<file path="src/rtl/strength_resolver_reg_pkg.sv">
// Shared value/strength encodings and helpers for the strength resolver.
// Strength codes are ordered so that a numeric compare gives drive dominance.
package strength_pkg;

    typedef enum logic [1:0] {
        V0 = 2'b00,
        V1 = 2'b01,
        VX = 2'b10,
        VZ = 2'b11
    } val_e;

    localparam int STR_W = 3;

    localparam logic [STR_W-1:0] STR_HIGHZ  = 3'd0;
    localparam logic [STR_W-1:0] STR_SMALL  = 3'd1;
    localparam logic [STR_W-1:0] STR_MEDIUM = 3'd2;
    localparam logic [STR_W-1:0] STR_WEAK   = 3'd3;
    localparam logic [STR_W-1:0] STR_LARGE  = 3'd4;
    localparam logic [STR_W-1:0] STR_PULL   = 3'd5;
    localparam logic [STR_W-1:0] STR_STRONG = 3'd6;
    localparam logic [STR_W-1:0] STR_SUPPLY = 3'd7;

    function automatic logic [STR_W-1:0] max_str(input logic [STR_W-1:0] a,
                                                 input logic [STR_W-1:0] b);
        return (a > b) ? a : b;
    endfunction

endpackage

</file>
<file path="src/rtl/strength_resolver_reg_bit.sv">
// Combinational resolution of one net bit from N_DRV strength-qualified drivers.
// Reports the winning value/strength plus undriven and equal-strength 0/1 conflict flags.
module strength_bit_resolver
    import strength_pkg::*;
#(
    parameter int N_DRV = 4
) (
    input  logic [N_DRV*2-1:0]     i_val,
    input  logic [N_DRV*STR_W-1:0] i_str0,
    input  logic [N_DRV*STR_W-1:0] i_str1,
    output logic [1:0]             o_val,
    output logic [STR_W-1:0]       o_str,
    output logic                   o_undriven,
    output logic                   o_conflict
);

    logic [STR_W-1:0] w_s0;
    logic [STR_W-1:0] w_s1;
    logic [STR_W-1:0] w_sx;
    logic [STR_W-1:0] w_top;

    // A zero strength contributes nothing to the max, so it behaves like z.
    always_comb begin
        w_s0 = STR_HIGHZ;
        w_s1 = STR_HIGHZ;
        w_sx = STR_HIGHZ;
        for (int d = 0; d < N_DRV; d++) begin
            case (val_e'(i_val[d*2 +: 2]))
                V0:      w_s0 = max_str(w_s0, i_str0[d*STR_W +: STR_W]);
                V1:      w_s1 = max_str(w_s1, i_str1[d*STR_W +: STR_W]);
                VX:      w_sx = max_str(w_sx, max_str(i_str0[d*STR_W +: STR_W],
                                                      i_str1[d*STR_W +: STR_W]));
                default: ;
            endcase
        end
        w_top = max_str(max_str(w_s0, w_s1), w_sx);
    end

    always_comb begin
        o_val      = VZ;
        o_str      = STR_HIGHZ;
        o_undriven = 1'b1;
        o_conflict = 1'b0;
        if (w_top != STR_HIGHZ) begin
            o_undriven = 1'b0;
            o_str      = w_top;
            if (w_sx == w_top) begin
                o_val = VX;
            end else if (w_s0 == w_s1) begin
                o_val      = VX;
                o_conflict = 1'b1;
            end else if (w_s0 == w_top) begin
                o_val = V0;
            end else begin
                o_val = V1;
            end
        end
    end

endmodule

</file>
<file path="src/rtl/strength_resolver_reg.sv">
// Registered multi-driver net resolver with trireg-style charge retention,
// timed decay to x and a saturating equal-strength conflict counter.
module strength_resolver_reg
    import strength_pkg::*;
#(
    parameter int N_DRV        = 4,
    parameter int WIDTH        = 8,
    parameter int DECAY_CYCLES = 16,
    parameter int CNT_W        = 16
) (
    input  logic                     i_clk,
    input  logic                     i_rst_n,
    input  logic                     i_en,
    input  logic                     i_clr_cnt,
    input  logic [N_DRV*WIDTH*2-1:0] i_drv_val,
    input  logic [N_DRV*STR_W-1:0]   i_drv_str0,
    input  logic [N_DRV*STR_W-1:0]   i_drv_str1,
    output logic [WIDTH*2-1:0]       o_res_val,
    output logic [WIDTH*STR_W-1:0]   o_res_str,
    output logic                     o_out_valid,
    output logic                     o_conflict,
    output logic [CNT_W-1:0]         o_conflict_cnt
);

    localparam int DCW = (DECAY_CYCLES > 0) ? $clog2(DECAY_CYCLES + 1) : 1;
    localparam logic [DCW-1:0] DECAY_LIMIT = DCW'(DECAY_CYCLES);

    logic [WIDTH*2-1:0]     r_res_val;
    logic [WIDTH*STR_W-1:0] r_res_str;
    logic                   r_out_valid;
    logic                   r_conflict;
    logic [CNT_W-1:0]       r_conflict_cnt;

    logic [WIDTH*2-1:0]     w_res_val_next;
    logic [WIDTH*STR_W-1:0] w_res_str_next;
    logic [WIDTH-1:0]       w_bit_conflict;
    logic                   w_any_conflict;

    genvar gi;
    generate
        for (gi = 0; gi < WIDTH; gi++) begin : g_bit
            logic [N_DRV*2-1:0] w_codes;
            logic [1:0]         w_val;
            logic [STR_W-1:0]   w_str;
            logic               w_undriven;
            logic [1:0]         w_val_next;
            logic [STR_W-1:0]   w_str_next;
            logic [DCW-1:0]     w_decay_next;
            logic [DCW-1:0]     r_decay;

            always_comb begin
                w_codes = '0;
                for (int d = 0; d < N_DRV; d++) begin
                    w_codes[d*2 +: 2] = i_drv_val[(d*WIDTH + gi)*2 +: 2];
                end
            end

            strength_bit_resolver #(
                .N_DRV (N_DRV)
            ) u_res (
                .i_val      (w_codes),
                .i_str0     (i_drv_str0),
                .i_str1     (i_drv_str1),
                .o_val      (w_val),
                .o_str      (w_str),
                .o_undriven (w_undriven),
                .o_conflict (w_bit_conflict[gi])
            );

            // Undriven bits keep their last driven value at small strength until
            // the hold budget expires, after which they sit at x/small.
            always_comb begin
                w_val_next   = w_val;
                w_str_next   = w_str;
                w_decay_next = '0;
                if (w_undriven) begin
                    w_val_next = VZ;
                    w_str_next = STR_HIGHZ;
                    if (DECAY_CYCLES > 0) begin
                        if (r_decay == DECAY_LIMIT) begin
                            w_val_next   = VX;
                            w_str_next   = STR_SMALL;
                            w_decay_next = r_decay;
                        end else if (r_res_val[gi*2 +: 2] != VZ &&
                                     r_res_str[gi*STR_W +: STR_W] != STR_HIGHZ) begin
                            w_val_next   = r_res_val[gi*2 +: 2];
                            w_str_next   = STR_SMALL;
                            w_decay_next = r_decay + DCW'(1);
                        end
                    end
                end
            end

            always_ff @(posedge i_clk or negedge i_rst_n) begin
                if (!i_rst_n) begin
                    r_decay <= '0;
                end else if (i_en) begin
                    r_decay <= w_decay_next;
                end
            end

            assign w_res_val_next[gi*2 +: 2]         = w_val_next;
            assign w_res_str_next[gi*STR_W +: STR_W] = w_str_next;
        end
    endgenerate

    assign w_any_conflict = |w_bit_conflict;

    always_ff @(posedge i_clk or negedge i_rst_n) begin
        if (!i_rst_n) begin
            r_res_val      <= '1;
            r_res_str      <= '0;
            r_out_valid    <= 1'b0;
            r_conflict     <= 1'b0;
            r_conflict_cnt <= '0;
        end else begin
            r_out_valid <= i_en;
            r_conflict  <= i_en & w_any_conflict;
            if (i_en) begin
                r_res_val <= w_res_val_next;
                r_res_str <= w_res_str_next;
            end
            // One increment per evaluation regardless of how many bits collide.
            if (i_clr_cnt) begin
                r_conflict_cnt <= '0;
            end else if (i_en && w_any_conflict && !(&r_conflict_cnt)) begin
                r_conflict_cnt <= r_conflict_cnt + CNT_W'(1);
            end
        end
    end

    assign o_res_val      = r_res_val;
    assign o_res_str      = r_res_str;
    assign o_out_valid    = r_out_valid;
    assign o_conflict     = r_conflict;
    assign o_conflict_cnt = r_conflict_cnt;

endmodule

</file>
<file path="config.mk">
export PLATFORM = sky130hd
export DESIGN_NAME = strength_resolver_reg
export DESIGN_NICKNAME = d
export VERILOG_FILES = /design/src/rtl/strength_resolver_reg_pkg.sv /design/src/rtl/strength_resolver_reg_bit.sv /design/src/rtl/strength_resolver_reg.sv
export SDC_FILE = /design/constraint.sdc
export NUM_CORES = 1
export LEC_CHECK = 0
export ABC_CLOCK_PERIOD_IN_PS = 2500
export BUFFER_PORTS_ARGS = -buffer_cell sky130_fd_sc_hd__buf_2
export CAP_MARGIN = 25
export CORE_AREA = 2 2 218 134
export CTS_BUF_LIST = sky130_fd_sc_hd__clkbuf_4
export CTS_CLUSTER_SIZE = 24
export DETAILED_ROUTE_END_ITERATION = 8
export DIE_AREA = 0 0 220 136
export PLACE_DENSITY = 0.84
export SETUP_SLACK_MARGIN = 0.05
export SLEW_MARGIN = 20
export SYNTH_ARGS = -nofsm -noshare
export SYNTH_HDL_FRONTEND = slang
export SYNTH_SLANG_ARGS = --single-unit
</file>
<file path="constraint.sdc">
create_clock -name i_clk -period 2.5 [get_ports i_clk]
set_clock_uncertainty 0.1 [all_clocks]
set_input_delay 0 -clock i_clk [delete_from_list [all_inputs] [get_ports i_clk]]
set_output_delay 0 -clock i_clk [all_outputs]
set_load 0.05 [all_outputs]
</file>
==> metrics.csv, run 1 <==
stage,metric,value,unit
clocking,CTS root buffer,clkbuf_4,
yosys,share of Yosys cell area claimed by the top area cell type,20.77,%
yosys,ys async rst share,100.0,%
placed_design,port bufs,149,
yosys,ys flop type,dfrtp_1,
yosys,syn_area_per_cell,7.661,um2
die,Die Wd,220,um
yosys,Yosys reg bits,98,
clocking,Num CTS Buffers,9,
yosys,"Seq/Total Area, Yosys",14.01,%
status,status,did not finish,
yosys,Synth area leader,ha_1,
clocking,Max H-tree Level,3,
yosys,Cells after Synth,2304,
placed_design,routability cong.,1.108,
die,Starting Density,62.80,%
placed_design,dpl cells,3609,
placed_design,Post-DP Area,26350,um2
yosys,Synth area leaders,"ha_1 21%, dfrtp_1 12%, a21oi_1 5.4%",
yosys,post-synth net total,2689,
clocking,Sink Count,98,
clocking,Clock Path Buffers,2,
status,Halt Stage,clock tree synthesis,
die,die span in y,136,um
clocking,quantity of gates resized following cts,476,
yosys,post-synthesis cell area,17650,um2
placed_design,dpl hpwl,75930,um
yosys,number of synthesized flops with an enable pin,0,
yosys,Synth cell types,88,
yosys,Ys Warns,0,
status,stop err,"[ERROR DPL-0038] Utilization greater than 100%, impossible to legalize",
placed_design,pre-CTS setup slack,-6.044,ns
clocking,CTS Hold Buffers Added,5,
clocking,Setup Buffers After CTS,117,
die,I/O pin count,150,
die,row cnt,48,
-- cell families after synthesis --
kind of cell | count (synthesis) | synth area share, %
AND/OR/NAND/NOR | 927 | 27.88
AO/OA/AOI/OAI | 683 | 25.21
adder cells (fa/ha/maj) | 293 | 20.77
buffers and inverters | 152 | 3.402
multiplexers | 109 | 6.649
flip-flops | 98 | 14.01
XOR/XNOR | 42 | 2.084
-- cells in the mapped netlist, types with 28 or more instances --
master and number:
clkbuf_1 28, a31oi_1 45, nand2_1 190, dfrtp_1 82
a21oi_1 191, ha_1 293, or3_1 33, nand3b_1 42
nor3b_1 34, and2_1 37, nor3_1 60, mux2i_1 49
nor2_1 147, and3_1 31, mux2_2 58, nand3_1 146
a21o_1 34, o31ai_1 29, nand2b_1 58, o21ai_0 147
nor2b_1 65, inv_1 112
-- through the flow --
stage               hold slack (ns)  util (%)
floorplan                   -0.3956         -
detailed placement         -0.05052     93.76
global placement           -0.05506     93.76
==> inputs of run 2 (changes only) <==
--- a/config.mk
+++ b/config.mk
@@ -8,13 +8,10 @@
 export ABC_CLOCK_PERIOD_IN_PS = 2500
 export BUFFER_PORTS_ARGS = -buffer_cell sky130_fd_sc_hd__buf_2
 export CAP_MARGIN = 25
-export CORE_AREA = 2 2 218 134
-export CTS_BUF_LIST = sky130_fd_sc_hd__clkbuf_4
-export CTS_CLUSTER_SIZE = 24
+export CORE_AREA = 2 2 214 216
 export DETAILED_ROUTE_END_ITERATION = 8
-export DIE_AREA = 0 0 220 136
-export PLACE_DENSITY = 0.84
-export SETUP_SLACK_MARGIN = 0.05
+export DIE_AREA = 0 0 216 218
+export PLACE_DENSITY_LB_ADDON = 0.15
 export SLEW_MARGIN = 20
 export SYNTH_ARGS = -nofsm -noshare
 export SYNTH_HDL_FRONTEND = slang
==> metrics.csv, run 2 <==
stage,metric,value,unit
critical_path,CP Capture Type,flop,
timing,Setup-failing EPs final,97,
critical_path,cell family with most CP delay,compound AO/OA/AOI/OAI gates,
timing,final hold violation count,0,
cells_and_area,"commonest non-fill, non-tap cell in the layout",buf_4,
cells_and_area,most frequent cells in the layout,"987 x buf_4, 201 x ha_1, 166 x nand2_1",
flow_run,max cap viols,0,
placed_design,port bufs,149,
detailed_routing,via-per-instance ratio,5.698,
clocking,"Clk Latency, worst-skew pair",0.36,ns
critical_path,Crit Path Category,in2reg,
die,Die Wd,216,um
clocking,"CTS clk-pin slew, worst paths",0.08,ns
cells_and_area,area grow syn2layout,81.40,%
critical_path,Critical Path RT,2.64,ns
yosys,Ys Warns,0,
clocking,Num CTS Buffers,9,
clocking,CTS tree,yes,
cells_and_area,Reg with most FFs,g_bit.r_decay,
timing,highest achievable clock rate,0.1309,GHz
power_and_ir_drop,Leakage,0.01466,uW
grt,vias in the first global route,22700,
cells_and_area,share of cells above drive strength 1,55.71,%
yosys,post-synthesis cell area,17650,um2
status,status,"complete, but fails checks",
grt,grt total ovfl,0,
critical_path,Worst setup SP type,input port,
clocking,Clock Path Buffers,2,
yosys,post-synth net total,2689,
critical_path,slowest cell on the critical path,a2111o_1,
grt,global routing met2 resource utilization,55.09,%
clocking,Max H-tree Level,3,
power_and_ir_drop,Power Dens Cells,795.4,nW/um2
yosys,ys async rst share,100.0,%
cells_and_area,"Cell Count, Final, Fillers Out",4088,
die,row cnt,78,
critical_path,crit path buf inv count,10,
detailed_routing,DRT Pass-1 Iters,6,
yosys,"count leader, synth",ha_1,
clocking,Sink Count,98,
timing,post-route setup slack,-5.137,ns
grt,initial antenna violation count,1,
status,failing checks,setup timing,
timing,RSZ-0062 raised after global routing,true,
timing,measured slew at the worst slew-check pin,0.9190,ns
power_and_ir_drop,maximum VDD drop,0.8234,mV
grt,met3 usage,2.120,%
timing,final clock period utilization by the worst path,305.5,%
detailed_routing,DRC viols,0,
yosys,syn_area_per_cell,7.661,um2
die,I/O pin count,150,
grt,gr usage total,32.30,%
critical_path,Crit. Startpoint,i_drv_val[4],
die,Starting Density,39.32,%
cells_and_area,Ant. Diodes,0,
timing,Slew HR,37.90,%
grt,GRT busiest layer,met2,
yosys,ys flop type,dfrtp_1,
cells_and_area,nets@finish,3868,
detailed_routing,remaining antenna violation count,0,
timing,max-slew violations,0,
hold_path,Worst Hold Class,in2async,
detailed_routing,DR iter-0 viols,1524,
grt,largest net degree at the start of global routing,79,
yosys,Synth cell types,88,
clocking,CTS root buffer,clkbuf_16,
die,area of the core,44890,um2
placed_design,pre-CTS setup slack,-5.675,ns
critical_path,CP arrival,7.77,ns
critical_path,highest cell delay on the worst timing path,0.41,ns
detailed_routing,DR WL/cell,20.11,um
die,DIE AREA,47090,um2
detailed_routing,final wirelength,82190,um
grt,met1 Use GR,41.44,%
yosys,Cells after Synth,2304,
critical_path,worst r2r src,o_conflict_cnt[9],
detailed_routing,Vias,23300,
yosys,most frequent cells after synthesis,"293 x ha_1, 191 x a21oi_1, 190 x nand2_1, 147 x nor2_1, 147 x o21ai_0",
yosys,Synth area leader,ha_1,
placed_design,dpl cells,3876,
cells_and_area,max reg flops,40,
grt,first-pass GRT wire length,121700,um
yosys,"Seq/Total Area, Yosys",14.01,%
placed_design,routability cong.,0.9825,
critical_path,CP Max Fanout,8,
placed_design,dpl hpwl,62930,um
yosys,share of Yosys cell area claimed by the top area cell type,20.77,%
yosys,number of synthesized flops with an enable pin,0,
timing,Final min period,7.637,ns
yosys,Synth area leaders,"ha_1 21%, dfrtp_1 12%, a21oi_1 5.4%",
yosys,Yosys reg bits,98,
die,die span in y,218,um
-- run 2: cell counts after synthesis --
Identical to the previous run, type by type.
-- run 2: routing by layer --
layer	wire [um]	up-vias
met5	13	-
met4	4804	2
met3	4223	250
met2	38340	823
met1	34810	11130
li1	-	11090
-- run 2: what timing repair did --
item | in CTS | in global routing
gates cloned | 2 | 1
hold buffers | 4 | 0
resized for setup | 299 | 365
pin swaps | 164 | 218
setup buffers | 118 | 88
endpoints found under the setup margin | 97 | 97
endpoints found under the hold margin | 103 | 0
-- run 2: kinds of logic (layout without fill, tap and decap cells) --
| kind of cell | count (synthesis) | after routing | share of synthesized area, % |
|---|---|---|---|
| xor gates and xnor gates | 42 | 42 | 2.084 |
| adders and majority gates | 293 | 293 | 20.77 |
| muxes | 109 | 109 | 6.649 |
| DFF | 98 | 98 | 14.01 |
| and+or+nand+nor | 927 | 927 | 27.88 |
| buffers and inverters | 152 | 1336 | 3.402 |
| AOI/OAI and AO/OA | 683 | 683 | 25.21 |
-- run 2: area by class of cell --
| cell class | instances | area, um2 |
|---|---|---|
| timing repair buffer | 1205 | 9115 |
| multi-input combinational | 2054 | 18890 |
| fill | 3421 | 12870 |
| sequential | 98 | 2472 |
| clock buffer | 11 | 252.7 |
| clock inverter | 5 | 67.56 |
| inverter | 115 | 473.0 |
| tap | 600 | 750.7 |
-- run 2: path summary, 6_finish.rpt --
kind / slack, ns / end / cells after the start
max in group asynchronous: 1.04 / g_bit[7].r_decay[2] / 3
max: -5.14 / o_conflict_cnt[6] / 44
min reg2reg: 0.38 / o_res_val[0] / 2
min in group i_clk: 0.38 / o_res_val[0] / 2
max reg2reg: -0.17 / o_conflict_cnt[6] / 10
min: 0.1 / o_res_val[14] / 2
-- run 2: report_power, final --
part	leakage, uW	total [uW]	switching (uW)	internal [uW]
registers	0.00125	2540	435	2110
logic	0.0133	21400	10600	10800
clock network	0.000159	1510	664	848
-- run 2: per-stage QoR --
stage	area [um2]	setup TNS [ns]	utilization, %	total power [uW]	hold WS, ns
after global routing	32020	-447.25	71.32	27060	0.1171
after floorplan	19110	-389.69	-	12360	-0.3956
final	32020	-420.79	71.32	25470	0.09650
after global placement	26930	-463.12	59.98	18820	-0.1914
after detailed placement	26930	-480.59	59.98	19350	-0.1915
after CTS	29560	-408.85	65.86	23060	0.09575
(Power assumes the default switching activity.)
